$ cat src/rtl/seg_scan_decoder.sv
// seg_scan_decoder: recovers the 16-bit hex value shown on a
// multiplexed active-low 4-digit seven-segment bus, one publish per frame.
module seg_scan_decoder #(
    parameter int STABLE_CYCLES  = 4,
    parameter int TIMEOUT_CYCLES = 1000000
) (
    input  logic        clk,
    input  logic        rst,
    input  logic [6:0]  seg,
    input  logic [3:0]  an,
    output logic [15:0] value,
    output logic        valid,
    output logic [3:0]  digit_err,
    output logic        stale
);

    localparam int CW = $clog2(STABLE_CYCLES + 1);
    localparam int TW = $clog2(TIMEOUT_CYCLES + 1);

    typedef enum logic [1:0] {
        IDLE,
        COLLECT,
        PUBLISH
    } state_t;

    state_t state_q, state_d;

    logic [6:0]    s_seg, p_seg;
    logic [3:0]    s_an, p_an;
    logic [CW-1:0] cnt_q, cnt_d;
    logic [TW-1:0] tmo_q, tmo_d;
    logic [3:0]    seen_q, seen_d, seen_eff;
    logic [15:0]   shd_nib_q, shd_nib_d;
    logic [3:0]    shd_err_q, shd_err_d;
    logic [15:0]   value_d;
    logic [3:0]    err_d;
    logic          valid_d, stale_d;

    logic          onehot, same, capture, done;
    logic [1:0]    idx;
    logic [4:0]    dec_r;

    // glyph -> {error, nibble}; anything unlisted is flagged
    function automatic logic [4:0] dec(input logic [6:0] p);
        case (p)
            7'b0000001: dec = 5'h00;
            7'b1001111: dec = 5'h01;
            7'b0010010: dec = 5'h02;
            7'b0000110: dec = 5'h03;
            7'b1001100: dec = 5'h04;
            7'b0100100: dec = 5'h05;
            7'b0100000: dec = 5'h06;
            7'b0001111: dec = 5'h07;
            7'b0000000: dec = 5'h08;
            7'b0000100: dec = 5'h09;
            7'b0001000: dec = 5'h0A;
            7'b1100000: dec = 5'h0B;
            7'b0110001: dec = 5'h0C;
            7'b1000010: dec = 5'h0D;
            7'b0110000: dec = 5'h0E;
            7'b0111000: dec = 5'h0F;
            default:    dec = 5'h10;
        endcase
    endfunction

    // register the pins, and keep the previous sample for stability compare
    always_ff @(posedge clk or posedge rst) begin
        if (rst) begin
            s_seg <= 7'h7F;
            s_an  <= 4'hF;
            p_seg <= 7'h7F;
            p_an  <= 4'hF;
        end else begin
            s_seg <= seg;
            s_an  <= an;
            p_seg <= s_seg;
            p_an  <= s_an;
        end
    end

    // anode decode: only a single low anode selects a digit
    always_comb begin
        onehot = $onehot(~s_an);
        idx    = 2'd0;
        unique case (1'b1)
            onehot && !s_an[0]: idx = 2'd0;
            onehot && !s_an[1]: idx = 2'd1;
            onehot && !s_an[2]: idx = 2'd2;
            onehot && !s_an[3]: idx = 2'd3;
            default:            idx = 2'd0;
        endcase
    end

    // next-state: stability, capture, publish and timeout
    always_comb begin
        same      = (s_seg == p_seg) && (s_an == p_an);
        dec_r     = dec(s_seg);
        seen_eff  = (state_q == PUBLISH) ? 4'h0 : seen_q;
        seen_d    = seen_eff;
        shd_nib_d = shd_nib_q;
        shd_err_d = shd_err_q;
        value_d   = value;
        err_d     = digit_err;
        valid_d   = 1'b0;
        stale_d   = stale;
        tmo_d     = tmo_q + TW'(1);
        state_d   = state_q;
        cnt_d     = cnt_q;

        if (!onehot)
            cnt_d = '0;
        else if (!same)
            cnt_d = CW'(1);
        else if (cnt_q != CW'(STABLE_CYCLES))
            cnt_d = cnt_q + CW'(1);

        capture = onehot && same &&
                  (cnt_q == CW'(STABLE_CYCLES - 1)) &&
                  !seen_eff[idx];

        if (capture) begin
            seen_d[idx]               = 1'b1;
            shd_nib_d[{idx, 2'b00} +: 4] = dec_r[3:0];
            shd_err_d[idx]            = dec_r[4];
        end

        done = capture && (seen_d == 4'hF);

        if (done) begin
            value_d = shd_nib_d;
            err_d   = shd_err_d;
            valid_d = 1'b1;
            stale_d = 1'b0;
            tmo_d   = '0;
            state_d = PUBLISH;
        end else if (tmo_q == TW'(TIMEOUT_CYCLES - 1)) begin
            stale_d = 1'b1;
            tmo_d   = '0;
            seen_d  = 4'h0;
            state_d = IDLE;
        end else begin
            state_d = (seen_d == 4'h0) ? IDLE : COLLECT;
        end
    end

    // FSM state register
    always_ff @(posedge clk or posedge rst) begin
        if (rst) state_q <= IDLE;
        else     state_q <= state_d;
    end

    // datapath and output registers
    always_ff @(posedge clk or posedge rst) begin
        if (rst) begin
            cnt_q     <= '0;
            tmo_q     <= '0;
            seen_q    <= 4'h0;
            shd_nib_q <= 16'h0;
            shd_err_q <= 4'h0;
            value     <= 16'h0;
            digit_err <= 4'h0;
            valid     <= 1'b0;
            stale     <= 1'b0;
        end else begin
            cnt_q     <= cnt_d;
            tmo_q     <= tmo_d;
            seen_q    <= seen_d;
            shd_nib_q <= shd_nib_d;
            shd_err_q <= shd_err_d;
            value     <= value_d;
            digit_err <= err_d;
            valid     <= valid_d;
            stale     <= stale_d;
        end
    end

endmodule

$ cat config.mk
export PLATFORM = sky130hd
export DESIGN_NAME = seg_scan_decoder
export DESIGN_NICKNAME = d
export VERILOG_FILES = /design/src/rtl/seg_scan_decoder.sv
export SDC_FILE = /design/constraint.sdc
export NUM_CORES = 1
export LEC_CHECK = 0
export ABC_CLOCK_PERIOD_IN_PS = 4900
export CORE_MARGIN = 2
export CORE_UTILIZATION = 25
export CTS_CLUSTER_DIAMETER = 60
export CTS_CLUSTER_SIZE = 24
export DETAILED_ROUTE_END_ITERATION = 7
export PLACE_DENSITY = 0.43
export REMOVE_ABC_BUFFERS = 1
export SYNTH_ARGS = -nofsm -noshare
export SYNTH_HDL_FRONTEND = slang
export SYNTH_SLANG_ARGS = --single-unit
$ cat constraint.sdc
create_clock -name clk -period 4.9 [get_ports clk]
set_clock_uncertainty 0.2 [all_clocks]
set_input_delay 0.98 -clock clk [delete_from_list [all_inputs] [get_ports clk]]
set_output_delay 0.98 -clock clk [all_outputs]
set_load 0.02 [all_outputs]
==> metrics.txt <==
# IOs=35; Hold Vio Cnt, Final=0; part of the power in registers=0.478; Yosys reg bits=92; Detailed Route Iter0 Violations=186; Sum Neg Setup Slack=0 ns; CTS root buf=clkbuf_16; initial antenna violation count=0; max_cap viols=0; Via-to-Cell Ratio=approximately 4.7; Critical Path Sink=value[9]$_DFFE_PP0P_; largest area contributor in the netlist=dfrtp_1; Starting Density=0.2565; clk sink count=92; Switching Fraction=0.2289; status=finished clean; largest net degree at the start of global routing=40; Leak=2.324 nW; TritonCTS clock tree=yes; worst path arrival time=4.55 ns; Layout area overhead=18.65%; die area=19,600 sq um; Core Region=18,020 sq um; crit path max-delay cell type=dfstp_2; Slew @ Worst Pin=0.6877 ns; routability congestion estimate from global placement=0.8391; Total GRT Usage=0.1180; Post-synth top flop=dfrtp_1; setup slack, reg-to-reg=~0.38 ns; Post-Syn Instances=about 450; # port buffers=34; # diodes=0; Combinational Power Share=0.084; synth cell count leaders=70 x dfrtp_1, 41 x nor2_1, 31 x nand2_1; clk_lat worst skew=0.35 ns; register clock-pin slew on the reported worst setup and hold paths=around 0.060 ns; most frequent cell on the critical path=ha_1; Ys Warns=0; Pwr Total=1.668 mW; most common cell in the netlist=dfrtp_1; leading post-synthesis cells by cell area=dfrtp_1 38%, dfstp_2 13%, xor2_1 4.4%, ha_1 3.5%, nor2_1 3.3%; # H-tree levels=3; number of global-route vias before repair=3,431; Yosys cell types=64; Slew Viols, Final=0; Die Height=about 140 um; Max-slew headroom=0.5410; number of buffers created by CTS=9; worst setup path class=reg2reg; crit path from=s_an[3]$_DFF_PP1_; GRT overflow=0; hold-fix buffer count after cts=0; Internal=1.286 mW; Switch Pwr=0.3819 mW; Critical R2R Capture=value[9]$_DFFE_PP0P_; crit path cell chain=fa_1, inv_1, ha_1, ha_1, or3b_2, a21oi_1, ha_1, a21oi_1, nor4b_1, and4_1, buf_4, o311ai_0, o21a_1; Die W=140.0 um; CP endpoint kind=flop; Worst Reg-to-Reg Cells=13; Hold Path Class=reg2reg; Synth Area per Inst=10.37 sq um; fmax=~220 MHz; cts repair resizes=0; Critical Path Source Type=flop; share of post-route cells with drive strength above 1=0.1250; Tmin final=about 4.5 ns; data required time of the worst path=4.94 ns; worst flop-to-flop path startpoint=s_an[3]$_DFF_PP1_; maximum clock insertion buffer count=2; Yosys top cell area share=0.3789; Seq/Total Area, Yosys=0.5039; Final Cycle Share=0.9216; share of flip-flops with an asynchronous set or reset=1.000; post-route ant nets=0; Post-route DRC=0; num rows=a little under 50; Clock Power Share=0.438; crit-path max FO=12; Post-CTS Setup Bufs=0; PD cells=304.1 nW/um^2; hpwl dp=slightly below 8 mm; Final Routed Wirelength=10.80 mm; post-DR wirelength/cell=15.24 um; global-route wire length before repair=18.22 mm; RSZ-0062 raised after global routing=false; Synth Cell Area=4623 sq um; Critical Path Max Stage Delay=around 0.6 ns; number of flops mapped to enable cells by yosys=0; DRT Pass-1 Iters=5; worst vdd ir=0.0001542 V; vias=3,355; nets@finish=504; final setup fails=0
-- worst min path at each step --
stage | from | endpoint | depth (start not counted)
after global placement | s_an[0]$_DFF_PP1_ | p_an[0]$_DFF_PP1_ | 0
after detailed placement | s_an[0]$_DFF_PP1_ | p_an[0]$_DFF_PP1_ | 0
after CTS | s_an[0]$_DFF_PP1_ | p_an[0]$_DFF_PP1_ | 0
after floorplan | s_an[0]$_DFF_PP1_ | p_an[0]$_DFF_PP1_ | 0
after global routing | s_an[0]$_DFF_PP1_ | p_an[0]$_DFF_PP1_ | 0
final | s_an[0]$_DFF_PP1_ | p_an[0]$_DFF_PP1_ | 0
-- logic make-up after synthesis --
| group | count (synthesis) | share of synthesized area |
|---|---|---|
| xor+xnor | 32 | 0.06062 |
| fa+ha+maj | 14 | 0.03951 |
| buf+inv | 47 | 0.04817 |
| mux | 11 | 0.02679 |
| simple gates | 167 | 0.1938 |
| compound gates | 83 | 0.1272 |
| flops | 92 | 0.5039 |
-- area by class of cell --
| class | count | area [sq um] |
|---|---|---|
| Clock buffer | 12 | 246.5 |
| Clock inverter | 2 | 60.06 |
| Fill cell | 1893 | 12540 |
| Inverter | 26 | 98.84 |
| Multi-Input combinational cell | 307 | 2071 |
| Sequential cell | 92 | 2330 |
| Tap cell | 229 | 286.5 |
| Timing Repair Buffer | 41 | 392.9 |
-- power by group through the flow --
stage                     clock network (mW)  registers, mW  logic (mW)
after floorplan                            0          0.805      0.0975
after global placement                     0          0.810       0.141
after detailed placement                   0          0.811       0.141
after CTS                              0.762          0.797       0.142
after global routing                   0.794          0.800       0.158
final                                  0.731          0.797       0.140
-- metal layers --
metal / vias to the layer above / part of all wire / track usage
li1: 1639 / - / -
met1: 1639 / 0.48 / 0.1604
met3: 10 / 0.037 / 0.03179
met5: - / 0 / 0
met4: 0 / 0.012 / 0.03474
met2: 67 / 0.47 / 0.1849
-- registers in the layout, indices dropped and copies added, names as in the netlist, 7 cells and up --
signal,count
p_seg,7
s_seg,7
tmo_q,20
value,16
shd_nib_q,16
-- layout by cell type (no fill, tap or decap), drive strengths merged, types with 9 or more instances in the layout --
cell	count
dfrtp	70
nor2	41
clkdlybuf4s50	34
nand2	31
inv	25
xor2	23
dfstp	22
nand3	19
a21oi	14
ha	13
o21ai	12
clkbuf	12
mux2	11
nor3	10
nand2b	10
xnor2	9
nand4	9
-- per-stage QoR --
step	cells	hold WS, ns	cell area (sq um)	util	worst slack (ns)
after floorplan	425	0.1791	4498	-	0.5417
after CTS	709	0.1988	5485	0.3043	0.3836
after detailed placement	695	0.1879	5179	0.2873	0.4094
after global placement	695	0.1863	5179	0.2873	0.4263
after global routing	709	0.2082	5485	0.3043	0.1406
final	709	0.1967	5485	0.3043	0.3842
-- critical path, delay by kind of cell (launching register included) --
family	cells	cell delay [ns]
simple gates	3	1.31
fa+ha+maj	4	1.18
compound gates	4	0.81
flops	1	0.61
buf+inv	2	0.29
Note: power is estimated with default switching activity, not from simulation.
